### config.mk
export PLATFORM = sky130hd
export DESIGN_NAME = ahb_bus_arbiter
export DESIGN_NICKNAME = d
export VERILOG_FILES = /design/src/rtl/ahb_pkg.sv /design/src/rtl/ahb_rr_pick.sv /design/src/rtl/ahb_bus_arbiter.sv
export SDC_FILE = /design/constraint.sdc
export NUM_CORES = 1
export LEC_CHECK = 0
export CAP_MARGIN = 20
export CORE_AREA = 5 5 144 146
export DETAILED_ROUTE_END_ITERATION = 12
export DIE_AREA = 0 0 149 151
export PLACE_DENSITY_LB_ADDON = 0.2
export SETUP_SLACK_MARGIN = 0.1
export SYNTH_ARGS = -nofsm -noshare
export SYNTH_HDL_FRONTEND = slang
export SYNTH_SLANG_ARGS = --single-unit
export TNS_END_PERCENT = 50
### constraint.sdc
create_clock -name hclk -period 2.6 [get_ports hclk]
set_clock_uncertainty 0.05 [all_clocks]
set_input_delay 0.52 -clock hclk [delete_from_list [all_inputs] [get_ports hclk]]
set_output_delay 0.52 -clock hclk [all_outputs]
set_load 0.02 [all_outputs]
### src/rtl/ahb_pkg.sv
// AHB-Lite encodings, burst length decode and arbiter FSM states.
// Shared by the bus arbiter and its round-robin picker.
package ahb_pkg;

   localparam logic [1:0] HTRANS_IDLE   = 2'b00;
   localparam logic [1:0] HTRANS_BUSY   = 2'b01;
   localparam logic [1:0] HTRANS_NONSEQ = 2'b10;
   localparam logic [1:0] HTRANS_SEQ    = 2'b11;

   localparam logic [2:0] HBURST_SINGLE = 3'd0;
   localparam logic [2:0] HBURST_INCR   = 3'd1;
   localparam logic [2:0] HBURST_WRAP4  = 3'd2;
   localparam logic [2:0] HBURST_INCR4  = 3'd3;
   localparam logic [2:0] HBURST_WRAP8  = 3'd4;
   localparam logic [2:0] HBURST_INCR8  = 3'd5;
   localparam logic [2:0] HBURST_WRAP16 = 3'd6;
   localparam logic [2:0] HBURST_INCR16 = 3'd7;

   typedef enum logic [1:0] {
      ST_ARB   = 2'd0,
      ST_BURST = 2'd1,
      ST_HOLD  = 2'd2
   } arb_state_t;

   // Beats in a fixed-length burst; 0 marks the open-ended INCR burst.
   function automatic logic [4:0] burst_len(input logic [2:0] hburst);
      case (hburst)
         HBURST_SINGLE:               burst_len = 5'd1;
         HBURST_WRAP4,  HBURST_INCR4:  burst_len = 5'd4;
         HBURST_WRAP8,  HBURST_INCR8:  burst_len = 5'd8;
         HBURST_WRAP16, HBURST_INCR16: burst_len = 5'd16;
         default:                     burst_len = 5'd0;
      endcase
   endfunction

endpackage

### src/rtl/ahb_rr_pick.sv
// Combinational round-robin picker: first requester after ptr wins.
// No requester -> one-hot grant to master 0 with hit=0.
module ahb_rr_pick #(
   parameter int N  = 4,
   parameter int IW = 2
) (
   input  logic [N-1:0]  req,
   input  logic [IW-1:0] ptr,
   output logic [N-1:0]  gnt,
   output logic [IW-1:0] idx,
   output logic          hit
);

   logic [IW-1:0] j;

   always_comb begin
      gnt = '0;
      idx = '0;
      hit = 1'b0;
      j   = '0;
      for (int k = 0; k < N; k++) begin
         j = IW'((int'(ptr) + 1 + k) % N);
         if (!hit && req[j]) begin
            hit    = 1'b1;
            gnt[j] = 1'b1;
            idx    = j;
         end
      end
      if (!hit) begin
         gnt[0] = 1'b1;
      end
   end

endmodule

### src/rtl/ahb_bus_arbiter.sv
// AHB-Lite bus arbiter: round-robin grant, ownership pipeline, burst/lock hold.
// Grant->address owner and address->data owner each take one hready edge; hready=0 freezes all.
module ahb_bus_arbiter
   import ahb_pkg::*;
#(
   parameter  int NUM_MASTERS = 4,
   parameter  int AW          = 32,
   parameter  int DW          = 32,
   localparam int IW          = $clog2(NUM_MASTERS)
) (
   input  logic                      hclk,
   input  logic                      hresetn,
   input  logic [NUM_MASTERS-1:0]    hbusreq,
   input  logic [NUM_MASTERS-1:0]    hlock,
   input  logic [NUM_MASTERS*AW-1:0] haddr_m,
   input  logic [NUM_MASTERS*2-1:0]  htrans_m,
   input  logic [NUM_MASTERS-1:0]    hwrite_m,
   input  logic [NUM_MASTERS*3-1:0]  hsize_m,
   input  logic [NUM_MASTERS*3-1:0]  hburst_m,
   input  logic [NUM_MASTERS*DW-1:0] hwdata_m,
   input  logic                      hready,
   input  logic                      hresp,
   output logic [NUM_MASTERS-1:0]    hgrant,
   output logic [IW-1:0]             hmaster,
   output logic                      hmastlock,
   output logic [AW-1:0]             haddr,
   output logic [1:0]                htrans,
   output logic                      hwrite,
   output logic [2:0]                hsize,
   output logic [2:0]                hburst,
   output logic [DW-1:0]             hwdata
);

   logic [NUM_MASTERS-1:0] pick_gnt;
   logic [IW-1:0]          pick_idx;
   logic                   pick_hit;
   logic [IW-1:0]          gnt_idx;
   logic [IW-1:0]          rr_ptr;
   logic [IW-1:0]          hmaster_d;
   arb_state_t             state;
   arb_state_t             state_next;
   logic [4:0]             rem;
   logic [4:0]             rem_next;
   logic                   allow;

   ahb_rr_pick #(
      .N  (NUM_MASTERS),
      .IW (IW)
   ) u_pick (
      .req (hbusreq),
      .ptr (rr_ptr),
      .gnt (pick_gnt),
      .idx (pick_idx),
      .hit (pick_hit)
   );

   assign haddr  = haddr_m[int'(hmaster)*AW +: AW];
   assign htrans = htrans_m[int'(hmaster)*2 +: 2];
   assign hwrite = hwrite_m[hmaster];
   assign hsize  = hsize_m[int'(hmaster)*3 +: 3];
   assign hburst = hburst_m[int'(hmaster)*3 +: 3];
   assign hwdata = hwdata_m[int'(hmaster_d)*DW +: DW];

   // allow says whether hgrant may be re-evaluated at this hready edge.
   always_comb begin
      state_next = state;
      rem_next   = rem;
      allow      = 1'b0;
      case (state)
         ST_ARB: begin
            allow = 1'b1;
            if (htrans == HTRANS_NONSEQ) begin
               if (hmastlock || hburst == HBURST_INCR) begin
                  state_next = ST_HOLD;
                  allow      = 1'b0;
               end else if (hburst != HBURST_SINGLE) begin
                  rem_next   = burst_len(hburst) - 5'd1;
                  state_next = ST_BURST;
                  allow      = 1'b0;
               end
            end
         end
         ST_BURST: begin
            if (rem == 5'd0) begin
               state_next = ST_ARB;
               allow      = 1'b1;
            end else if (htrans == HTRANS_SEQ) begin
               // Releasing one beat early lets the new owner's address phase follow the last beat.
               rem_next = rem - 5'd1;
               allow    = (rem_next <= 5'd1);
               if (rem_next == 5'd0) begin
                  state_next = ST_ARB;
               end
            end
         end
         ST_HOLD: begin
            if (!hbusreq[hmaster] && !hlock[hmaster]) begin
               state_next = ST_ARB;
               allow      = 1'b1;
            end
         end
         default: begin
            state_next = ST_ARB;
            rem_next   = 5'd0;
         end
      endcase
   end

   always_ff @(posedge hclk or negedge hresetn) begin
      if (!hresetn) begin
         hgrant    <= NUM_MASTERS'(1);
         gnt_idx   <= '0;
         rr_ptr    <= '0;
         hmaster   <= '0;
         hmaster_d <= '0;
         hmastlock <= 1'b0;
         state     <= ST_ARB;
         rem       <= 5'd0;
      end else if (hresp && !hready) begin
         // ERROR first cycle: abandon the burst so the next hready edge can rearbitrate.
         state <= ST_ARB;
         rem   <= 5'd0;
      end else if (hready) begin
         state     <= state_next;
         rem       <= rem_next;
         hmaster   <= gnt_idx;
         hmaster_d <= hmaster;
         hmastlock <= hlock[gnt_idx];
         if (allow) begin
            hgrant  <= pick_gnt;
            gnt_idx <= pick_idx;
            if (pick_hit) begin
               rr_ptr <= pick_idx;
            end
         end
      end
   end

endmodule
Word level (Yosys, flattened, before mapping) --
Cells that the tools add are included.
Cells by class: $lt $le $gt $ge 11, add/subtract/negate cells 6, mux-type cells 67, multiply operators 1, shifts and indexed selects 5, divide/modulo/power cells 0, reduce and logical (&&, ||, !) cells 30, equality and inequality tests 21, bitwise gates (word level) 4
Operators by type and width (count):
- indexed part select 128 x 8 -> 32 bit | 2
- 2-to-1 mux 5 bit | 11
- indexed part select 12 x 32 -> 3 bit | 1
- 2-to-1 mux 2 bit | 13
- 2-to-1 mux 1 bit | 23
- case mux 5 bit (4 select lines) | 1
- less-than comparator 2 x 3 -> 1 bit (second input constant) | 6
- inequality test 3 bit (second input constant) | 6
- binary-select mux 1 bit (select 2 bit) | 8
- 2-to-1 mux 4 bit | 4
- case mux 5 bit (3 select lines) | 1
- == test 3 bit (second input constant) | 4
- inequality test 4 bit (second input constant) | 3
- OR 4 bit | 3
- indexed part select 12 x 5 -> 3 bit | 1
- zero test 5 bit | 2
- subtractor 5 x 1 -> 5 bit (second input constant) | 2
- logical AND 1 bit | 9
- demux 1 bit (select 2 bit) | 4
- >= comparator 2 x 1 -> 1 bit (second input constant) | 4
- indexed part select 8 x 4 -> 2 bit | 1
- AND reduction 7 bit | 1
- == test 2 bit (second input constant) | 3
- == test 3 x 2 -> 1 bit (second input constant) | 2
- 21 further kinds | 30
Storage, ports and cells: bits in latches 0, register bits 20, logic and storage cells 153, RAM bits 0, input bits 304, memories kept 0, output and inout bits 80, memory bits (read-only) 0

Logic depth before layout (Yosys ltp) --
Gate-level depths: netlist of run 1.
depth after elaboration 16, mapped depth 10

Modules after synthesis --
Synthesis of run 1 repeated with hierarchy kept, for this count alone.
Second synthesis, totals: cells, all modules 301, area, all modules 3668.5 µm²
By module, submodules not included:
- ahb_bus_arbiter | cells each 210, sequential area each 501.7 µm², area an instance 2974.1 µm², instances 1
- ahb_rr_pick | cells each 91, sequential area each 0.0 µm², area an instance 694.4 µm², instances 1

Least setup slack after synthesis of run 1 --
Ideal clock, no wire load.
path type register to register, start point reg rr_ptr[0], end point reg hgrant[0], cell stages (with the launch flop) 10, data required time 2.465 ns, data arrival time 2.663 ns, clock period less this slack 2.797 ns, setup time 0.085 ns, setup slack -0.197 ns, buffers on the path 3, cell sequence dfrtp_1 clkbuf_1 clkinv_1 ha_1 clkbuf_1 mux4_2 clkbuf_1 a221oi_1 o21ai_0 mux2_1
Between the ends: longest elaborated chain between the ends 14, elaborated cells between the ends (all ways) 50, those cells by class add/sub (4); order compare (8); mux (25); bitwise (3); reduce/logical (10)
Ends and longest elaborated chain:
- from (decl) | line ahb_bus_arbiter.sv:38 | logic [IW-1:0] rr_ptr;
- from (signal assigned) | line ahb_bus_arbiter.sv:133 | rr_ptr <= pick_idx;
- adder 2 x 1 -> 2 bit (*) | line ahb_rr_pick.sv:22 | j = IW'((int'(ptr) + 1 + k) % N);
- parallel branches: the longest is 12 deep, another holds less-than comparator 2 x 3 -> 1 bit
- 2-to-1 mux 1 bit (*) | line ahb_rr_pick.sv:29 | if (!hit) begin
- to (signal assigned) | line ahb_bus_arbiter.sv:130 | hgrant <= pick_gnt;
- to (decl) | line ahb_bus_arbiter.sv:23 | output logic [NUM_MASTERS-1:0] hgrant,
Mark *: on every way between the ends. The select of a mux whose other input is x is not followed. A chain may end at the register's enable or synchronous reset.

Worst setup path in the final report of run 1 --
start point reg hmaster[0], end point reg gnt_idx[1]
Between the ends: longest elaborated chain between the ends 8, elaborated cells between the ends (all ways) 23, those cells by class mul (1); eq/ne (3); shift (2); mux (11); reduce/logical (6)
Ends and longest elaborated chain:
- from (decl) | line ahb_bus_arbiter.sv:24 | output logic [IW-1:0] hmaster,
- from (signal assigned) | line ahb_bus_arbiter.sv:126 | hmaster <= gnt_idx;
- multiplier 2 x 2 -> 4 bit | line ahb_bus_arbiter.sv:61 | assign hburst = hburst_m[int'(hmaster)*3 +: 3];
- indexed part select 12 x 5 -> 3 bit | line ahb_bus_arbiter.sv:61
- nonzero test 3 bit or == test 3 x 1 -> 1 bit (tied branches) | line ahb_bus_arbiter.sv:76, ahb_bus_arbiter.sv:73
- 2-to-1 mux 1 bit or logical OR 1 bit (tied branches) | line ahb_bus_arbiter.sv:76, ahb_bus_arbiter.sv:73
- 2-to-1 mux 1 bit | line ahb_bus_arbiter.sv:73 | if (hmastlock || hburst == HBURST_INCR) begin
- 2-to-1 mux 1 bit | line ahb_bus_arbiter.sv:72 | if (htrans == HTRANS_NONSEQ) begin
- case mux 1 bit (3 select lines) (*) | line ahb_bus_arbiter.sv:69 | case (state)
- AND reduction 3 bit (no source line) (*)
- to (signal assigned) | line ahb_bus_arbiter.sv:131 | gnt_idx <= pick_idx;
- to (decl) | line ahb_bus_arbiter.sv:37 | logic [IW-1:0] gnt_idx;
Mark *: on every way between the ends. The rest lies on a longest branch, timed or not. The select of a mux whose other input is x is not followed.

==> results of run 1 <==
[cells in the final DEF (no fill, tap or decap), drive strengths merged, types with 3 or more instances in the layout]
cell type / n
diode: 4
nand3: 3
o31ai: 3
a21oi: 10
dlygate4sd2: 66
nand2b: 4
dlymetal6s2s: 12
clkdlybuf4s15: 5
o41ai: 4
buf: 49
or3: 3
nor3: 6
nor2: 16
nand2: 15
clkdlybuf4s50: 298
ha: 8
o21ai: 19
clkbuf: 4
mux2: 9
inv: 9
a22oi: 5
mux4: 75
mux2i: 6
dfrtp: 19
[worst max-delay path, stage by stage, from the launching register on]
cell     delay, ns
dfrtp_2       0.39
buf_12        0.14
mux4_2        0.55
or3_4         0.46
o21ai_4       0.18
a32oi_4       0.15
inv_2         0.16
mux2_4        0.31
[flip-flops by register name (all words and copies together), names as in the netlist]
register,cells
rem,5
hmastlock,1
hgrant,4
hmaster,2
rr_ptr,2
state,2
hmaster_d,2
gnt_idx,2
[per-stage QoR]
stage / std cells / TNS (ns) / instance area (um^2) / util
2_1_floorplan: 273 / 0 / 3320 / -
3_3_place_gp: 933 / -2.66 / 7700 / 0.400
3_5_place_dp: 933 / -3.07 / 7700 / 0.400
4_1_cts: 939 / -0.0555 / 7800 / 0.405
5_1_grt: 948 / 0 / 8000 / 0.415
6_report: 952 / 0 / 8010 / 0.416
[worst paths after layout]
kind | start | to | slack [ns] | cells after the start
worst max-delay path | hmaster[0] | gnt_idx[1] | 0.08 | 7
worst min-delay path | hgrant[3] | hgrant[3] | 0.44 | 2
worst max register to register | hmaster[0] | gnt_idx[1] | 0.08 | 7
worst min register to register | hgrant[3] | hgrant[3] | 0.44 | 2
max in group asynchronous | hresetn | hgrant[0] | 1.67 | 2
min in group asynchronous | hresetn | state[0] | 0.56 | 2
[layer usage]
metal,routed length [um],vias to the layer above,global-route usage
met3,2740,42,0.0919
met2,10800,220,0.302
met4,318,24,0.0330
li1,-,1983,-
met5,162,-,0
met1,9030,2034,0.230
[layout make-up]
type                       count  area (um^2)
antenna                        4         10.0
clock buffer                   3         75.1
clock inverter                 1         30.0
fill                        1882        11300
inverter                      10         38.8
multi-input combinational    217         2760
sequential                    20          507
tap                          265          332
timing repair buffer         432         4260
[cell families (layout without fill, tap and decap cells)]
family                     count (synthesis)  in the layout  synth area share
muxes                                     90             90             0.559
other                                      0              4                 0
buffers and inverters                     36            446            0.0445
xor gates and xnor gates                   1              1           0.00264
adders and majority gates                  8              8            0.0302
DFF                                       20             20             0.151
and+or+nand+nor                           59             59            0.0928
AOI/OAI and AO/OA                         59             59             0.120
[where the power goes]
part           internal [mW]  total, mW  switching [mW]
Sequential             0.464      0.703           0.239
Combinational           3.41       6.56            3.15
Clock                  0.305      0.427           0.121
[repair_timing]
item | 4_1_cts | 5_1_grt
setup buffers | 1 | 8
pin swaps | 2 | 4
gates resized for setup | 85 | 37
cloned | 1 | 1
setup endpoints to repair | 80 | 42
==> results_dict.tcl, run 1 <==
set metrics [dict create \
    synth_top_area_frac 0.502 \
    grt_pass1_wl_um 31300 \
    clockBufferDepth 2 \
    avgSynthCellArea_um2 12.1 \
    vdd.ir_drop.worst_v 0.000392 \
    relSlewSlack 0.664 \
    p_total_mw 7.69 \
    synth_fp_nets 585 \
    synth_most_common_cell "mux4_2" \
    synth-edff-count 0 \
    die_w_um 149 \
    dieArea_um2 22500 \
    rows 51 \
    clk_latency_ns 0.25 \
    cp_max_fo 7 \
    cts_inserted_buffers 3 \
    synthCells 273 \
    antenna_found_initial 15 \
    yosys.area.top_type "mux4_2" \
    fin_ws_ns 0.0753 \
    cap_violations 0 \
    grt_usage 0.187 \
    cts_max_level 1 \
    startpoint_type "register" \
    hold_viol 0 \
    cts_tree "done" \
    root_buffer "clkbuf_16" \
    drive_above_1_share 0.242 \
    status "complete, no violations" \
    drtIter0Drc 195 \
    static-leakage-power_nw 3.18 \
    setup_viol 0 \
    holdBufCountCts 0 \
    grt_overflow 0 \
    finalCriticalPeriod_ns 2.52 \
    start_util 0.172 \
    boundaryPins 384 \
    post_drt_via_cell_ratio 4.52 \
    cp-end-kind "register" \
    period_share 0.971 \
    synth_warnings 0 \
    syn-cell-area_um2 3320 \
    dp_slack_ns -0.299 \
    drv_slew 0 \
    arrival_ns 2.61 \
    drt_first_pass_iters 4 \
    ys_seq_area_frac 0.151 \
    async_flop_share 1.00 \
    post_drt_wl_per_cell_um 24.2 \
    core_area_um2 19300 \
    clock.fmax_ghz 0.396 \
    clk_pin_slew_worst_paths_ns 0.06 \
    worst_hold_slack_ns 0.445 \
    areaGrowthSynthToFinish_pct 142 \
    tightest_slew_ns 0.504 \
    drc_errors 0 \
    via_count 4303 \
    nNetsFinal 996 \
    yosys-top-cells-count "mux4_2 (74), dfrtp_1 (19), o21ai_0 (17), nor2_1 (16)" \
    grt_pass1_vias 4667 \
    ys_ff_latch 20 \
    p_per_area_nw_per_um2 960 \
    cts_sinks 20 \
    synth.distinct_cells 51 \
    portBuffers 383 \
    rsz0062_at_grt "yes" \
    antenna_left 0 \
    crit_type "reg2reg" \
    place_congestion 0.888 \
    grt_start_max_net_pins 28 \
    critPathRequiredTime_ns 2.69 \
    hold_class "reg2reg" \
    dp_hpwl_um 20400 \
    synth_flop_cell "dfrtp_1" \
    routed_wl_um 23100 \
    die_h_um 151 \
    ys_top_cells_by_area "mux4_2 (50%), dfrtp_1 (14%), ha_1 (3.0%)" \
]
Power figures use the tool's default switching activity.
==> run 2: changes to the inputs <==
Settings changed: ABC_CLOCK_PERIOD_IN_PS from default to 2600.
==> results of run 2 <==
The final DEF is identical to that of run 1; final timing and power are the same.
==> run 3: changes to the inputs <==
Settings changed: CELL_PAD_IN_SITES_DETAIL_PLACEMENT from default to 2, CELL_PAD_IN_SITES_GLOBAL_PLACEMENT from default to 2, CORE_AREA 5 5 144 146 to default, CORE_ASPECT_RATIO from default to 1.4, CORE_MARGIN from default to 5, CORE_UTILIZATION from default to 12, DIE_AREA 0 0 149 151 to default.
==> run 3 against run 2 <==
Effect of this change:
- total power rose by 1.5%
- die area rose by 38%
- critical path depth did not move
- critical endpoint is now hgrant[1]
==> results_dict.tcl, run 3 (synthesis gave the netlist of run 1 again) <==
set metrics [dict create \
    status "complete, no violations" \
    r2r-start "hmaster[0]" \
    die_h_um 207 \
    areaGrowthSynthToFinish_pct 144 \
    period_share 0.966 \
    final_cell_mix "clkdlybuf4s50_1 (301), mux4_2 (75), dlygate4sd2_1 (50)" \
    cts_sinks 20 \
    cap_violations 0 \
    drtIter0Drc 184 \
    p_comb_frac 0.852 \
    critPathMaxStageDelay_ns 0.51 \
    dp_slack_ns -0.308 \
    min-delay-start "hgrant[3]" \
    drive_above_1_share 0.267 \
    grt_overflow 0 \
    final_common_cell "clkdlybuf4s50_1" \
    grt_pass1_vias 5066 \
    core_area_um2 27500 \
    switching_share 0.466 \
    critPathRequiredTime_ns 2.69 \
    finalCriticalPeriod_ns 2.51 \
    p_per_area_nw_per_um2 966 \
    root_buffer "clkbuf_16" \
    arrival_ns 2.60 \
    ff2ff_path_depth 7 \
    post-route-util 0.294 \
    clockBufferDepth 2 \
    grt_usage 0.161 \
    grt_pass1_wl_um 36700 \
    hold_viol 0 \
    tightest_slew_ns 0.561 \
    routed_wl_um 27100 \
    cp-end-kind "register" \
    clock.fmax_ghz 0.398 \
    post_drt_wl_per_cell_um 25.7 \
    hold_class "reg2reg" \
    cellInternalPower_mw 4.17 \
    nNetsFinal 990 \
    cp_top_family "multiplexers" \
    drt_first_pass_iters 4 \
    dieArea_um2 31100 \
    startpoint_type "input pin" \
    cts_inserted_buffers 3 \
    worstReg2RegEnd "hgrant[1]" \
    portBuffers 383 \
    clk_latency_ns 0.26 \
    setup_viol 0 \
    p_sw_mw 3.64 \
    relSlewSlack 0.626 \
    path_cells "clkdlybuf4s50_1 -> mux4_2 -> or3_4 -> o21ai_4 -> a32oi_4 -> inv_4 -> mux2_4" \
    drc_errors 0 \
    largest-register "rem" \
    antenna_left 0 \
    post_drt_via_cell_ratio 4.23 \
    p_clk_frac 0.055 \
    crit_path_top_delay_cell "mux4_2" \
    cts_tree "done" \
    static-leakage-power_nw 3.05 \
    seq_power_share 0.092 \
    r2r_setup_slack_ns 0.10 \
    place_congestion 0.889 \
    num-fill-cells 3020 \
    start_util 0.121 \
    crit_type "in2reg" \
    die_w_um 151 \
    rows 72 \
    largestRegisters "rem x5, hgrant x4" \
    worst-path-buf-inv 2 \
    clk_pin_slew_worst_paths_ns 0.06 \
    tns_ns 0 \
    boundaryPins 384 \
    rsz0062_at_grt "yes" \
    antenna_found_initial 6 \
    drv_slew 0 \
    hold_path_end "hgrant[3]" \
    cts_max_level 1 \
    fin_ws_ns 0.0888 \
    vdd.ir_drop.worst_v 0.000311 \
    via_count 4454 \
    holdBufCountCts 0 \
    whs_path_depth 2 \
    largest_reg_flops 5 \
    dp_hpwl_um 24100 \
    grt_start_max_net_pins 34 \
    cp_max_fo 5 \
]
run 3: cell types whose count changed in the layout (fill, tap and decap cells not counted), sizes merged:
| cell | before | now |
|---|---|---|
| buf | 49 | 44 |
| clkbuf | 4 | 9 |
| dlygate4sd2 | 66 | 50 |
| dlymetal6s2s | 12 | 1 |
| clkdlybuf4s15 | 5 | 23 |
| diode | 4 | 5 |
| clkdlybuf4s50 | 298 | 301 |
run 3: tightest hold or removal path, delay by kind of cell (launching register included):
kind | cells | cell delay, ns
AO/OA/AOI/OAI | 1 | 0.06
flip-flops | 1 | 0.35
AND/OR/NAND/NOR | 1 | 0.05
run 3: cell type report:
class / instances / area [um^2] / share of cell area
tap: 370 / 463 / 0.0573
antenna: 5 / 12.5 / 0.00155
timing repair buffer: 426 / 4180 / 0.517
clock buffer: 3 / 75.1 / 0.00929
multi-input combinational: 217 / 2770 / 0.342
inverter: 10 / 41.3 / 0.00511
clock inverter: 1 / 30.0 / 0.00371
sequential: 20 / 510 / 0.0631
run 3: routing by layer:
metal  GRT usage  up-vias  routed length [um]
li1            -     1975                   -
met1       0.175     2200                9290
met2       0.305      253               14800
met3      0.0435       22                2450
met4      0.0389        4                 523
met5           0        -                  27
run 3: power by group through the flow:
| stage | Combinational (mW) | Clock (mW) | Sequential [mW] |
|---|---|---|---|
| floorplan | 3.68 | 0 | 0.628 |
| global placement | 6.67 | 0 | 0.724 |
| detailed placement | 6.81 | 0 | 0.730 |
| CTS | 6.65 | 0.445 | 0.720 |
| global route | 7.12 | 0.459 | 0.755 |
| finish | 6.66 | 0.432 | 0.720 |
run 3: repair_timing:
action	CTS	global route
setup buffers	2	0
endpoints found under the setup margin	83	44
gates resized for setup	145	28
endpoints found under the hold margin	0	0
pin swaps	2	2
gates cloned	1	0
run 3: worst max-delay path by stage:
| stage | startpoint | end | slack [ns] | cells after the start |
|---|---|---|---|---|
| after floorplan | rr_ptr[0] | hgrant[0] | 0.07 | 9 |
| after global placement | hburst_m[2] | gnt_idx[1] | -0.25 | 7 |
| after detailed placement | hburst_m[2] | hgrant[1] | -0.31 | 7 |
| after CTS | hmaster[0] | haddr[12] | 0.03 | 3 |
| after global routing | hmaster[0] | hgrant[1] | -0.03 | 7 |
| final | hburst_m[11] | hgrant[1] | 0.09 | 7 |
run 3: through the flow:
stage          hold slack, ns  cells  total power [mW]  cell area, um^2
5_1_grt                 0.498   1051              8.34             8080
2_1_floorplan           0.174    273              4.31             3320
3_5_place_dp            0.444   1040              7.54             7860
3_3_place_gp            0.436   1040              7.40             7860
4_1_cts                 0.464   1047              7.81             8000
6_report                0.450   1052              7.81             8090
